File: src/rtl/inst_fetch_queue_pkg.sv
// Shared types for the instruction fetch queue: per-entry payload and the
// stale-response tracking states.
package inst_fetch_queue_pkg;

  localparam int FETCH_GROUP_BYTES = 8;

  typedef struct packed {
    logic [31:0] pc;
    logic [31:0] inst;
    logic        err;
  } fetch_entry_t;

  typedef enum logic {
    NORMAL = 1'b0,
    DROP   = 1'b1
  } fq_state_e;

endpackage

File: src/rtl/inst_fetch_queue.sv
// Instruction fetch queue: takes 8-byte I-cache groups, buffers single
// instructions with their PCs and presents up to two per cycle to decode.
module inst_fetch_queue
  import inst_fetch_queue_pkg::*;
#(
  parameter int DEPTH = 8
) (
  input  logic                     clk,
  input  logic                     rst,
  input  logic                     flush,
  input  logic                     fetch_busy,
  input  logic                     resp_valid,
  output logic                     resp_ready,
  input  logic [31:0]              resp_pc,
  input  logic [31:0]              resp_inst0,
  input  logic [31:0]              resp_inst1,
  input  logic                     resp_err,
  input  logic [1:0]               deq_num,
  output logic                     deq0_valid,
  output logic                     deq1_valid,
  output logic [31:0]              deq0_pc,
  output logic [31:0]              deq1_pc,
  output logic [31:0]              deq0_inst,
  output logic [31:0]              deq1_inst,
  output logic                     deq0_err,
  output logic                     deq1_err,
  output logic [$clog2(DEPTH):0]   count,
  output logic                     empty
);

  localparam int PTR_W = $clog2(DEPTH);
  localparam int CW    = PTR_W + 1;

  fetch_entry_t     mem [DEPTH];
  logic [PTR_W-1:0] rd_ptr, wr_ptr, rd_ptr1, wr_ptr1;
  fq_state_e        state, state_nxt;
  logic             accept;
  logic [CW-1:0]    enq_n, deq_req, deq_n;

  assign rd_ptr1    = rd_ptr + PTR_W'(1);
  assign wr_ptr1    = wr_ptr + PTR_W'(1);
  assign resp_ready = count <= CW'(DEPTH - 2);
  assign empty      = count == '0;
  assign accept     = resp_valid & resp_ready & ~flush & (state == NORMAL);

  // Odd-word starts carry only the upper instruction of the group.
  always_comb begin
    enq_n   = '0;
    if (accept) enq_n = resp_pc[2] ? CW'(1) : CW'(2);
    deq_req = (deq_num == 2'd3) ? CW'(2) : CW'(deq_num);
    deq_n   = (deq_req > count) ? count : deq_req;
  end

  // A flush while the I-cache still owes a response means that response is
  // from the old path and must be swallowed when it arrives.
  always_comb begin
    state_nxt = state;
    case (state)
      NORMAL: if (flush & fetch_busy & ~resp_valid) state_nxt = DROP;
      DROP: begin
        if (flush)           state_nxt = (fetch_busy & ~resp_valid) ? DROP : NORMAL;
        else if (resp_valid) state_nxt = NORMAL;
      end
      default: state_nxt = NORMAL;
    endcase
  end

  always_ff @(posedge clk or negedge rst) begin
    if (!rst) begin
      rd_ptr <= '0;
      wr_ptr <= '0;
      count  <= '0;
      state  <= NORMAL;
    end else begin
      state <= state_nxt;
      if (flush) begin
        rd_ptr <= '0;
        wr_ptr <= '0;
        count  <= '0;
      end else begin
        rd_ptr <= rd_ptr + deq_n[PTR_W-1:0];
        wr_ptr <= wr_ptr + enq_n[PTR_W-1:0];
        count  <= count + enq_n - deq_n;
      end
    end
  end

  always_ff @(posedge clk) begin
    if (accept) begin
      if (resp_pc[2]) begin
        mem[wr_ptr] <= '{pc: resp_pc, inst: resp_inst1, err: resp_err};
      end else begin
        mem[wr_ptr]  <= '{pc: resp_pc, inst: resp_inst0, err: resp_err};
        mem[wr_ptr1] <= '{pc: resp_pc + 32'(FETCH_GROUP_BYTES / 2),
                          inst: resp_inst1, err: resp_err};
      end
    end
  end

  // Head data is forced to zero when invalid so reset presents clean outputs.
  assign deq0_valid = count != '0;
  assign deq1_valid = count >= CW'(2);
  assign deq0_pc    = deq0_valid ? mem[rd_ptr].pc    : '0;
  assign deq0_inst  = deq0_valid ? mem[rd_ptr].inst  : '0;
  assign deq0_err   = deq0_valid ? mem[rd_ptr].err   : 1'b0;
  assign deq1_pc    = deq1_valid ? mem[rd_ptr1].pc   : '0;
  assign deq1_inst  = deq1_valid ? mem[rd_ptr1].inst : '0;
  assign deq1_err   = deq1_valid ? mem[rd_ptr1].err  : 1'b0;

endmodule

File: config.mk
export PLATFORM = sky130hd
export DESIGN_NAME = inst_fetch_queue
export DESIGN_NICKNAME = d
export VERILOG_FILES = /design/src/rtl/inst_fetch_queue_pkg.sv /design/src/rtl/inst_fetch_queue.sv
export SDC_FILE = /design/constraint.sdc
export NUM_CORES = 1
export LEC_CHECK = 0
export BUFFER_PORTS_ARGS = -buffer_cell sky130_fd_sc_hd__clkbuf_2
export CAP_MARGIN = 20
export CELL_PAD_IN_SITES_DETAIL_PLACEMENT = 0
export CELL_PAD_IN_SITES_GLOBAL_PLACEMENT = 1
export CORE_MARGIN = 10
export CORE_UTILIZATION = 46
export CTS_CLUSTER_DIAMETER = 200
export DETAILED_ROUTE_END_ITERATION = 8
export PLACE_DENSITY_LB_ADDON = 0.05
export SETUP_SLACK_MARGIN = 0.15
export SYNTH_ARGS = -nofsm -noshare
export SYNTH_HDL_FRONTEND = slang
export SYNTH_SLANG_ARGS = --single-unit
File: constraint.sdc
create_clock -name clk -period 6.9 [get_ports clk]
set_clock_uncertainty 0.15 [all_clocks]
set_input_delay 1.38 -clock clk [delete_from_list [all_inputs] [get_ports clk]]
set_output_delay 1.38 -clock clk [all_outputs]
set_load 0.02 [all_outputs]
==> qor.yml <==
routed_wl_um: 90400
synth_edf_count: 520
grt_pass1_vias: 19900
clk_pin_slew_ns: 0.06
dp_slack_ns: 1.99
die_x_um: 277
path_buf_inv: 2
required_ns: 5.37
portBuffers: 241
cpLargestDelayFamily: "flip-flops"
routed_via_density: 6.18
grt_start_max_net_pins: 53
syn_avg_cell_area_um2: 14.9
placedCellCount: 2916
wl_per_cell_um: 29.9
cts_tree: "built"
drt-pass1-iter-count: 5
drive_above_1_share_pct: 42.5
clock_sinks: 531
fmax_mhz: 185
finalSetupViolCount: 0
share_comb_of_total_power_pct: 47.9
final_cells: 3019
finalCritPeriodShare_pct: 78.2
numCtsBuffers: 58
synthMuxAreaShare_pct: 31.2
area_growth_pct: 11.2
drc: 0
ant_nets: 0
swShare_pct: 40.3
dp_hpwl_um: 56500
antenna_found_initial: 4
setup_ws_ns: 1.51
gp_congestion: 0.769
ir_drop_mv: 0.260
worst_pin_slew_ns: 1.06
p_leak_uw: 0.0110
postLayoutCellArea_mm2: 0.0339
post_cts_buffers: 0
clk_latency_ns: 0.61
syn_area_mm2: 0.0305
power_frac_seq_pct: 29.4
async_flop_share_pct: 2.07
endpoint_kind: "primary output"
max_cap_viol_count: 0
p_switching_uw: 5270
yosysSeqAreaShare_pct: 52.1
synth_nets: 2169
tns_ns: 0
synth_xor_area_share_pct: 3.50
crit_slowest_cell: "dfrtp_4"
synthDistinctLibCells: 46
std_cell_rows: 94
power_frac_clock_pct: 22.7
postPlaceCellArea_mm2: 0.0321
synth_compound_area_share_pct: 1.63
final_nets: 2235
grt_remaining_overflow: 0
synth_adder_area_share_pct: 0.838
fillers: 5517
cp_data_arrival_time_ns: 3.86
relSlewSlack_pct: 29.1
status: "complete, no violations"
ff_latch_area_mm2: 0.0159
synth-seq-cells: 531
yosys_warnings: 0
cts.path.max_buffers: 3
synth_flop_cell: "edfxtp_1"
synth_top_family_by_area: "multiplexers"
pin_count: 242
synth-simple-area-share_pct: 6.27
cp.depth: 6
ctsHoldBuffers: 0
worstRegToRegCells: 7
critPathKind: "flop to primary output"
p_int_uw: 7820
cts_resized: 0
coreArea_mm2: 0.0657
vias: 18700
grt_first_pass_wirelength_um: 134000
dr.first_iter.drc_count: 1507
slew_viol_final: 0
groute.usage.overall_pct: 23.1
dieArea_mm2: 0.0769
multi_input_area_mm2: 0.0134
die_h_um: 277
start_util_pct: 46.3
cp_max_fo: 28
syn-instance-count: 2047
path_cells: "ha_4 -> xor2_4 -> buf_4 -> nand2_1 -> a21oi_1 -> clkbuf_2"
period_minus_slack_ns: 5.39
slowest_delay_ns: 0.84
rsz0062_at_grt: "no"
powerDensity_mw_per_mm2: 386
hold_path_class: "primary input to asynchronous set/reset pin"
htreeDepth: 2
hold_viol: 0
start_kind: "flop"
root_buffer: "clkbuf_16"
[power by group through the flow]
stage / clock [uW] / combinational [uW] / sequential [uW]
finish: 2970 / 6260 / 3850
global route: 3160 / 6750 / 3870
CTS: 3030 / 6390 / 3850
detailed placement: 0 / 6380 / 3920
global placement: 0 / 6360 / 3920
floorplan: 0 / 4330 / 3800
[path summary, 6_finish.rpt]
path,from,endpoint,slack [ns]
max reg2reg,wr_ptr[0],mem[6][15],3.01
max in group asynchronous,rst,rd_ptr[2],5.84
min,rst,state,0.50
min reg2reg,state,state,0.55
max,rd_ptr[1],deq1_pc[26],1.51
min in group clk,state,state,0.55
[area by class of cell]
class                           count  area share [%]
Clock inverter                     24           0.657
Antenna cell                        1         0.00739
Clock buffer                       77            4.56
Timing Repair Buffer              294            4.84
Multi-Input combinational cell   1216            39.7
Sequential cell                   531            46.9
Tap cell                          864            3.19
Inverter                           12           0.133
[cell families after synthesis]
family / Yosys count
mux: 591
fa+ha+maj: 18
simple gates: 397
xor+xnor: 120
buf+inv: 300
compound gates: 90
flops: 531
[flip-flops by register name (all words and copies together) (netlist names)]
| name | count |
|---|---|
| rd_ptr | 3 |
| count | 4 |
| mem | 520 |
| wr_ptr | 3 |
| state | 1 |
[per-stage QoR]
stage          total power (uW)  util, %  hold slack, ns
6_report                  13100     51.5           0.497
5_1_grt                   13800     51.5           0.495
4_1_cts                   13300     51.5           0.479
3_5_place_dp              10300     48.8           0.527
3_3_place_gp              10300     48.8           0.517
2_1_floorplan              8140        -           0.436
[cells in the final DEF, fill, tap and decap left out, types with 3 or more instances in the layout]
master	Yosys	final
mux2_2	247	247
fa_1	4	4
o21ai_0	9	3
nand3_1	68	68
edfxtp_1	520	520
and3_1	4	3
o21ai_4	0	6
clkinv_1	0	7
a21oi_4	0	8
inv_1	12	12
or3_1	3	3
mux2_1	17	17
dfrtp_1	11	8
nor2b_1	9	7
ha_1	14	13
xor2_1	26	25
clkbuf_1	163	18
clkinvlp_4	0	3
xnor2_1	92	91
dfrtp_4	0	3
nor2_1	74	73
nand4_1	32	32
buf_4	34	49
nor4_1	25	25
clkbuf_16	0	59
nand2b_1	12	12
mux4_2	260	260
mux2i_1	67	67
bufinv_16	0	4
nand2_1	152	152
clkinv_2	0	9
buf_12	0	3
nor3_1	4	3
a21oi_1	67	67
clkbuf_2	3	241
[layer usage]
metal	global-route usage, %	wire length [um]	vias to the layer above
met5	0	49	-
met4	5.88	2180	6
met3	4.56	5520	133
met2	40.0	45900	577
met1	29.2	36700	9921
li1	-	-	8027
[cells in the mapped netlist, drive strengths merged (2+ instances only)]
cell type / n / share of area [%]
nand2b: 12 / 0.25
o21ai: 9 / 0.15
clkbuf: 166 / 2.1
nor2: 74 / 0.91
a21oi: 75 / 1.3
nor4: 29 / 0.74
nand3: 69 / 1.1
mux2: 264 / 9.8
ha: 14 / 0.57
nand2: 152 / 1.9
nor3: 4 / 0.066
and3: 4 / 0.082
inv: 12 / 0.15
nand4: 33 / 0.70
and4: 2 / 0.057
or3: 3 / 0.062
mux4: 260 / 19
o31ai: 2 / 0.049
xnor2: 93 / 2.7
mux2i: 67 / 2.2
dfrtp: 11 / 0.90
fa: 4 / 0.26
buf: 122 / 2.2
and2: 3 / 0.062
nor2b: 9 / 0.18
xor2: 27 / 0.80
edfxtp: 520 / 51
Power figures use the tool's default switching activity.
